**config.mk**
```make
export PLATFORM = sky130hd
export DESIGN_NAME = mem_stage
export DESIGN_NICKNAME = d
export VERILOG_FILES = /design/src/rtl/mem_stage_pkg.sv /design/src/rtl/mem_stage_data_mem.sv /design/src/rtl/mem_stage.sv
export SDC_FILE = /design/constraint.sdc
export NUM_CORES = 2
export LEC_CHECK = 0
export CAP_MARGIN = 15
export CORE_ASPECT_RATIO = 1.1
export CORE_MARGIN = 5
export CORE_UTILIZATION = 25
export DETAILED_ROUTE_END_ITERATION = 8
export SYNTH_ARGS = -nofsm -noshare
export SYNTH_HDL_FRONTEND = slang
export SYNTH_SLANG_ARGS = --single-unit
```
**constraint.sdc**
```tcl
create_clock -name clk -period 4.5 [get_ports clk]
set_input_delay 0.675 -clock clk [delete_from_list [all_inputs] [get_ports clk]]
set_output_delay 0.675 -clock clk [all_outputs]
set_load 0.005 [all_outputs]
```
**src/rtl/mem_stage_pkg.sv**
```systemverilog
// -----------------------------------------------------------------------------
// mem_stage_pkg
// Shared definitions for the memory stage of the 8-bit pipelined RISC core:
// default widths, access-counter width and the access FSM state type.
// -----------------------------------------------------------------------------
package mem_stage_pkg;

    localparam int DATA_W_DFLT = 8;
    localparam int ADDR_W_DFLT = 8;
    localparam int DEST_W_DFLT = 2;

    // Wide enough for MEM_LAT-1 with MEM_LAT up to 15.
    localparam int CNT_W = 4;

    typedef enum logic {
        IDLE = 1'b0,
        BUSY = 1'b1
    } state_e;

endpackage

```
**src/rtl/mem_stage_data_mem.sv**
```systemverilog
// -----------------------------------------------------------------------------
// data_mem
// Data memory array, 2**ADDR_W words of DATA_W bits. Synchronous write,
// asynchronous read. The array has no reset.
//
// Ports:
//   clk      in   clock, write occurs on the rising edge
//   we_i     in   write enable
//   waddr_i  in   write address
//   wdata_i  in   write data
//   raddr_i  in   read address
//   rdata_o  out  read data (combinational from raddr_i)
// -----------------------------------------------------------------------------
module data_mem #(
    parameter int DATA_W = 8,
    parameter int ADDR_W = 8
) (
    input  logic              clk,
    input  logic              we_i,
    input  logic [ADDR_W-1:0] waddr_i,
    input  logic [DATA_W-1:0] wdata_i,
    input  logic [ADDR_W-1:0] raddr_i,
    output logic [DATA_W-1:0] rdata_o
);

    logic [DATA_W-1:0] mem_q [2**ADDR_W];

    always_ff @(posedge clk) begin
        if (we_i) begin
            mem_q[waddr_i] <= wdata_i;
        end
    end

    assign rdata_o = mem_q[raddr_i];

endmodule

```
**src/rtl/mem_stage.sv**
```systemverilog
// -----------------------------------------------------------------------------
// mem_stage
// Memory stage of the 8-bit pipelined RISC core. Takes the EXE/MEM register
// fields, performs loads/stores against a data memory with a MEM_LAT-cycle
// access time, stalls upstream while an access is in flight and drives the
// registered MEM/WB fields.
//
// Ports:
//   clk          in   clock
//   rst          in   asynchronous reset, active low
//   WB_EN_in     in   write-back enable
//   MEM_R_EN_in  in   load request
//   MEM_W_EN_in  in   store request
//   Val_Ra_in    in   store data
//   ALU_Res_in   in   address for memory ops, ALU result otherwise
//   Dest_in      in   destination register
//   stall        out  combinational; upstream freezes while high
//   WB_EN        out  registered write-back enable
//   MEM_R_EN     out  registered; write-back selects Mem_Data when high
//   ALU_Res      out  registered ALU result
//   Mem_Data     out  registered load data
//   Dest         out  registered destination
// -----------------------------------------------------------------------------
module mem_stage
    import mem_stage_pkg::*;
#(
    parameter int DATA_W  = DATA_W_DFLT,
    parameter int ADDR_W  = ADDR_W_DFLT,
    parameter int DEST_W  = DEST_W_DFLT,
    parameter int MEM_LAT = 2
) (
    input  logic              clk,
    input  logic              rst,
    input  logic              WB_EN_in,
    input  logic              MEM_R_EN_in,
    input  logic              MEM_W_EN_in,
    input  logic [DATA_W-1:0] Val_Ra_in,
    input  logic [DATA_W-1:0] ALU_Res_in,
    input  logic [DEST_W-1:0] Dest_in,
    output logic              stall,
    output logic              WB_EN,
    output logic              MEM_R_EN,
    output logic [DATA_W-1:0] ALU_Res,
    output logic [DATA_W-1:0] Mem_Data,
    output logic [DEST_W-1:0] Dest
);

    localparam bit             MULTI    = (MEM_LAT > 1);
    localparam logic [CNT_W-1:0] CNT_INIT = CNT_W'(MEM_LAT - 1);
    localparam logic [CNT_W-1:0] CNT_ONE  = CNT_W'(1);

    state_e            state_q, state_d;
    logic [CNT_W-1:0]  cnt_q, cnt_d;

    // Instruction captured at the start of a multi-cycle access.
    logic              hwb_q, hwb_d;
    logic              hmr_q, hmr_d;
    logic              hmw_q, hmw_d;
    logic [DATA_W-1:0] hval_q, hval_d;
    logic [DATA_W-1:0] halu_q, halu_d;
    logic [DEST_W-1:0] hdest_q, hdest_d;

    // MEM/WB output registers.
    logic              wb_q, wb_d;
    logic              mr_q, mr_d;
    logic [DATA_W-1:0] alu_q, alu_d;
    logic [DATA_W-1:0] md_q, md_d;
    logic [DEST_W-1:0] dest_q, dest_d;

    logic              is_mem;
    logic              we;
    logic [ADDR_W-1:0] mem_addr;
    logic [DATA_W-1:0] mem_wdata;
    logic [DATA_W-1:0] mem_rdata;

    assign is_mem = MEM_R_EN_in | MEM_W_EN_in;

    // Upper ALU_Res bits are ignored, so addresses wrap modulo 2**ADDR_W.
    assign mem_addr = (state_q == BUSY) ? halu_q[ADDR_W-1:0] : ALU_Res_in[ADDR_W-1:0];

    assign stall = ((state_q == IDLE) && is_mem && MULTI) ||
                   ((state_q == BUSY) && (cnt_q > CNT_ONE));

    always_comb begin
        state_d   = state_q;
        cnt_d     = cnt_q;
        hwb_d     = hwb_q;
        hmr_d     = hmr_q;
        hmw_d     = hmw_q;
        hval_d    = hval_q;
        halu_d    = halu_q;
        hdest_d   = hdest_q;
        wb_d      = 1'b0;
        mr_d      = 1'b0;
        alu_d     = '0;
        md_d      = '0;
        dest_d    = '0;
        we        = 1'b0;
        mem_wdata = Val_Ra_in;

        case (state_q)
            IDLE: begin
                if (!is_mem) begin
                    wb_d   = WB_EN_in;
                    mr_d   = MEM_R_EN_in;
                    alu_d  = ALU_Res_in;
                    dest_d = Dest_in;
                end else if (!MULTI) begin
                    // Single-cycle access: the read sees the pre-write value
                    // because the write lands on the same edge.
                    wb_d   = WB_EN_in;
                    mr_d   = MEM_R_EN_in;
                    alu_d  = ALU_Res_in;
                    md_d   = mem_rdata;
                    dest_d = Dest_in;
                    we     = MEM_W_EN_in;
                end else begin
                    hwb_d   = WB_EN_in;
                    hmr_d   = MEM_R_EN_in;
                    hmw_d   = MEM_W_EN_in;
                    hval_d  = Val_Ra_in;
                    halu_d  = ALU_Res_in;
                    hdest_d = Dest_in;
                    cnt_d   = CNT_INIT;
                    state_d = BUSY;
                end
            end
            BUSY: begin
                if (cnt_q == CNT_ONE) begin
                    wb_d      = hwb_q;
                    mr_d      = hmr_q;
                    alu_d     = halu_q;
                    md_d      = mem_rdata;
                    dest_d    = hdest_q;
                    we        = hmw_q;
                    mem_wdata = hval_q;
                    cnt_d     = '0;
                    state_d   = IDLE;
                end else begin
                    cnt_d = cnt_q - CNT_ONE;
                end
            end
        endcase
    end

    always_ff @(posedge clk or negedge rst) begin
        if (!rst) begin
            state_q <= IDLE;
            cnt_q   <= '0;
            hwb_q   <= 1'b0;
            hmr_q   <= 1'b0;
            hmw_q   <= 1'b0;
            hval_q  <= '0;
            halu_q  <= '0;
            hdest_q <= '0;
            wb_q    <= 1'b0;
            mr_q    <= 1'b0;
            alu_q   <= '0;
            md_q    <= '0;
            dest_q  <= '0;
        end else begin
            state_q <= state_d;
            cnt_q   <= cnt_d;
            hwb_q   <= hwb_d;
            hmr_q   <= hmr_d;
            hmw_q   <= hmw_d;
            hval_q  <= hval_d;
            halu_q  <= halu_d;
            hdest_q <= hdest_d;
            wb_q    <= wb_d;
            mr_q    <= mr_d;
            alu_q   <= alu_d;
            md_q    <= md_d;
            dest_q  <= dest_d;
        end
    end

    // The memory itself has no reset, so the write is gated while reset is
    // held to keep an in-flight store from committing.
    data_mem #(
        .DATA_W (DATA_W),
        .ADDR_W (ADDR_W)
    ) u_data_mem (
        .clk     (clk),
        .we_i    (we & rst),
        .waddr_i (mem_addr),
        .wdata_i (mem_wdata),
        .raddr_i (mem_addr),
        .rdata_o (mem_rdata)
    );

    assign WB_EN    = wb_q;
    assign MEM_R_EN = mr_q;
    assign ALU_Res  = alu_q;
    assign Mem_Data = md_q;
    assign Dest     = dest_q;

endmodule

```
==> insert_results.sql <==
INSERT INTO impl_metrics (metric_group, metric, value, unit) VALUES
('final_layout', 'nFillCells', '31700', ''),
('die', 'floorplan.rows', '220', ''),
('die', 'boundary_pins', '44', ''),
('final_layout', 'post_layout_nonfiller_instances', '9443', ''),
('yosys', 'synth_sequential_area_ratio', '76.6', '%'),
('final_layout', 'layout.cell_area.non_filler', '97900', 'µm²'),
('die', 'effective_utilization_at_floorplan', '25.1', '%'),
('place', 'total_cell_area_at_the_placement_stage', '91100', 'µm²'),
('global_routing', 'grt_start_max_net_pins', '203', ''),
('worst_setup_path', 'setup.worst_path.end_class', 'flip-flop', ''),
('yosys', 'postSynthAreaPerCell', '18.6', 'µm²'),
('worst_setup_path', 'path_max_fanout', '33', ''),
('die', 'dieHeight', '610', 'µm'),
('yosys', 'ys_dominant_reg_cell', 'sky130_fd_sc_hd__edfxtp_1', ''),
('clocking', 'post_cts_setup_bufs', '0', ''),
('sta', 'number_of_hold_slack_violations_in_the_final_timing_report', '0', ''),
('sta', 'final.min_clock_period', '4.31', 'ns'),
('place', 'numPlacedInstances', '9064', ''),
('clocking', 'htreeDepth', '4', ''),
('clocking', 'root_buffer', 'sky130_fd_sc_hd__clkbuf_16', ''),
('worst_setup_path', 'worst_r2r_path_depth', '9', ''),
('sta', 'worst_pin_slew', '1.25', 'ns'),
('yosys', 'synthesis.instances', '4409', ''),
('clocking', 'cts_buffer_depth', '3', ''),
('clocking', 'cts_inserted_buffers', '205', ''),
('detailed_routing', 'routed_via_density', '4.81', ''),
('worst_setup_path', 'worst-path-stages', '9', ''),
('detailed_routing', 'wirelength', '240', 'mm'),
('yosys', 'post_synth_net_total', '4434', ''),
('final_layout', 'final_layout_size_suffix_gt1_share', '25.7', '%'),
('yosys', 'yosys_top_cell_area_share', '75.2', '%'),
('sta', 'fmaxAchievable', '0.232', 'GHz'),
('run', 'max-cap-violations', '0', ''),
('sta', 'final-max-slew-violation-count', '0', ''),
('yosys', 'mappedNetlistArea', '81800', 'µm²'),
('worst_setup_path', 'critical_path_arrival', '5.09', 'ns'),
('worst_setup_path', 'timing.setup.critical_path_class', 'flip-flop to flip-flop', ''),
('global_routing', 'number_of_global_route_vias_before_repair', '45500', ''),
('clocking', 'cts_sinks', '2094', ''),
('worst_setup_path', 'critical_path.most_common_cell', 'sky130_fd_sc_hd__buf_4', ''),
('global_routing', 'number_of_antenna_violations_at_the_first_check_in_global_routing', '9', ''),
('global_routing', 'grt_util_all_layers', '13.8', '%'),
('yosys', 'synthTopCellsByArea', 'sky130_fd_sc_hd__edfxtp_1, sky130_fd_sc_hd__mux4_2, sky130_fd_sc_hd__nand2_1', ''),
('clocking', 'clk_latency', '0.84', 'ns'),
('yosys', 'yosys_warnings', '0', ''),
('power', 'power.leakage', '31.0', 'nW'),
('place', 'place.gp.congestion', '0.866', ''),
('global_routing', 'grt_pass1_wl', '342', 'mm'),
('yosys', 'synth_edf_count', '2048', ''),
('detailed_routing', 'detail_route.iter0.violations', '5121', ''),
('worst_setup_path', 'setup.worst_path.start_class', 'flip-flop', ''),
('worst_hold_path', 'hold_wc_path_type', 'input pin to asynchronous set/reset pin', ''),
('sta', 'max_slew_headroom', '14.4', '%'),
('status', 'run_status', 'finished, final reports clean', ''),
('yosys', 'synth_cell_type_count', '63', ''),
('yosys', 'synth_area_leader_cell', 'sky130_fd_sc_hd__edfxtp_1', ''),
('final_layout', 'nNetsFinal', '4968', ''),
('sta', 'final-setup-viol-count', '0', ''),
('sta', 'min_period_over_period', '95.8', '%'),
('worst_setup_path', 'worstPathBufferInverterCount', '3', ''),
('die', 'floorplan.die.width', '555', 'µm'),
('worst_setup_path', 'cp.required', '5.28', 'ns'),
('sta', 'grt_setup_unrepaired', 'no', ''),
('detailed_routing', 'drtPass1Iterations', '6', ''),
('yosys', 'async_flop_share', '2.20', '%'),
('power', 'ir_drop', '0.502', 'mV'),
('clocking', 'hold_buffers', '1', ''),
('sta', 'finalClockSkew', '0.0325', 'ns'),
('place', 'hpwl', '153', 'mm'),
('worst_setup_path', 'timing.critical_path.slowest_cell_delay', '0.89', 'ns'),
('final_layout', 'syn2layout_area_growth', '19.6', '%');
## cells in the mapped netlist (3+ instances only)
cell type,instances
sky130_fd_sc_hd__edfxtp_1,2048
sky130_fd_sc_hd__nand2_1,597
sky130_fd_sc_hd__mux4_2,397
sky130_fd_sc_hd__nor2_1,286
sky130_fd_sc_hd__a21oi_1,144
sky130_fd_sc_hd__nand3_1,140
sky130_fd_sc_hd__clkbuf_1,91
sky130_fd_sc_hd__buf_2,78
sky130_fd_sc_hd__a2111oi_0,52
sky130_fd_sc_hd__mux2i_1,50
sky130_fd_sc_hd__dfrtp_1,46
sky130_fd_sc_hd__buf_4,44
sky130_fd_sc_hd__o2111ai_1,41
sky130_fd_sc_hd__buf_6,34
sky130_fd_sc_hd__mux2_2,31
sky130_fd_sc_hd__o22ai_1,30
sky130_fd_sc_hd__o21ai_0,29
sky130_fd_sc_hd__buf_1,26
sky130_fd_sc_hd__nor3_1,25
sky130_fd_sc_hd__nand4_1,24
sky130_fd_sc_hd__a22o_1,17
sky130_fd_sc_hd__a22oi_1,17
sky130_fd_sc_hd__a31oi_1,16
sky130_fd_sc_hd__nor4_1,14
sky130_fd_sc_hd__and3_1,11
sky130_fd_sc_hd__o221ai_1,10
sky130_fd_sc_hd__a311oi_1,9
sky130_fd_sc_hd__o211ai_1,8
sky130_fd_sc_hd__a211oi_1,6
sky130_fd_sc_hd__and2_1,6
sky130_fd_sc_hd__inv_1,6
sky130_fd_sc_hd__a32oi_1,5
sky130_fd_sc_hd__o21ai_1,5
sky130_fd_sc_hd__a2111oi_2,4
sky130_fd_sc_hd__a221oi_1,4
sky130_fd_sc_hd__and3b_1,4
sky130_fd_sc_hd__buf_12,4
sky130_fd_sc_hd__mux4_1,4
sky130_fd_sc_hd__o31ai_1,4
sky130_fd_sc_hd__a211o_1,3
sky130_fd_sc_hd__and2_0,3
sky130_fd_sc_hd__buf_8,3
sky130_fd_sc_hd__nor3b_1,3
sky130_fd_sc_hd__or4_1,3
## kinds of logic after synthesis
group | count (synthesis) | share of synthesized area [%]
compound gates | 416 | 3.47
buf+inv | 286 | 2.07
mux | 485 | 12.2
fa+ha+maj | 2 | 0.0306
flops | 2094 | 76.6
simple gates | 1126 | 5.70
## through the flow
step                      util, %  setup WS [ns]  TNS (ns)  hold slack (ns)
after CTS                    30.0          0.227         0            0.304
after detailed placement     27.9         -0.313    -0.615            0.483
after global routing         30.0          0.159         0            0.347
after global placement       27.9         -0.183    -0.406            0.459
final                        30.0          0.189         0            0.387
after floorplan                 -          0.619         0            0.379
## cell usage in the layout (no fill, tap or decap), drive strengths merged, types with 4 or more instances in the layout
cell	instances
edfxtp	2048
nand2	598
buf	564
mux4	401
nor2	286
clkbuf	244
a21oi	144
nand3	140
clkinv	89
a2111oi	56
mux2i	52
dfrtp	46
clkdlybuf4s50	42
o2111ai	41
o21ai	34
mux2	32
o22ai	30
bufinv	25
nor3	25
nand4	24
a22oi	17
a22o	17
a31oi	16
inv	16
nor4	14
and3	11
o221ai	10
a311oi	9
and2	9
o211ai	8
clkinvlp	7
a211oi	6
a32oi	5
and3b	4
a221oi	4
o31ai	4
## flip-flops by register name, indices dropped and copies added (netlist names)
| register | count |
|---|---|
| Mem_Data | 8 |
| hdest_q | 2 |
| WB_EN | 1 |
| halu_q | 8 |
| cnt_q | 4 |
| MEM_R_EN | 1 |
| state_q | 1 |
| hval_q | 8 |
| u_data_mem.mem_q | 2048 |
| hwb_q | 1 |
| hmw_q | 1 |
| hmr_q | 1 |
| ALU_Res | 8 |
| Dest | 2 |
## power breakdown
group | total, mW | internal [mW] | switching, mW | leakage [nW]
Sequential | 23.6 | 23.3 | 0.225 | 19.0
Clock | 17.3 | 9.96 | 7.33 | 3.30
Combinational | 20.9 | 7.39 | 13.5 | 8.72
## cell type report
| class | instances | area (µm²) | area share (%) |
|---|---|---|---|
| Timing Repair Buffer | 607 | 5240 | 5.35 |
| Tap cell | 4329 | 5420 | 5.53 |
| Antenna cell | 3 | 7.51 | 0.00767 |
| Clock inverter | 131 | 1390 | 1.42 |
| Inverter | 6 | 22.5 | 0.0230 |
| Multi-Input combinational cell | 2029 | 17800 | 18.2 |
| Sequential cell | 2094 | 62700 | 64.0 |
| Clock buffer | 244 | 5370 | 5.49 |
## final timing paths
check	slack, ns	to	start
worst max-delay path	0.19	Mem_Data[5]	state_q
worst min-delay path	0.39	Mem_Data[6]	rst
worst max register to register	0.19	Mem_Data[5]	state_q
worst min register to register	0.50	cnt_q[1]	cnt_q[1]
max in group asynchronous	3.20	hval_q[6]	rst
min in group clk	0.48	WB_EN	WB_EN_in
## routing by layer
metal,GRT usage (%),wire (µm),vias to the layer above
li1,-,-,18700
met4,6.48,12100,6
met3,2.91,19900,507
met1,17.6,93000,24000
met2,22.5,115000,2207
met5,0,37,-
Note: power is estimated with default switching activity, not from simulation.
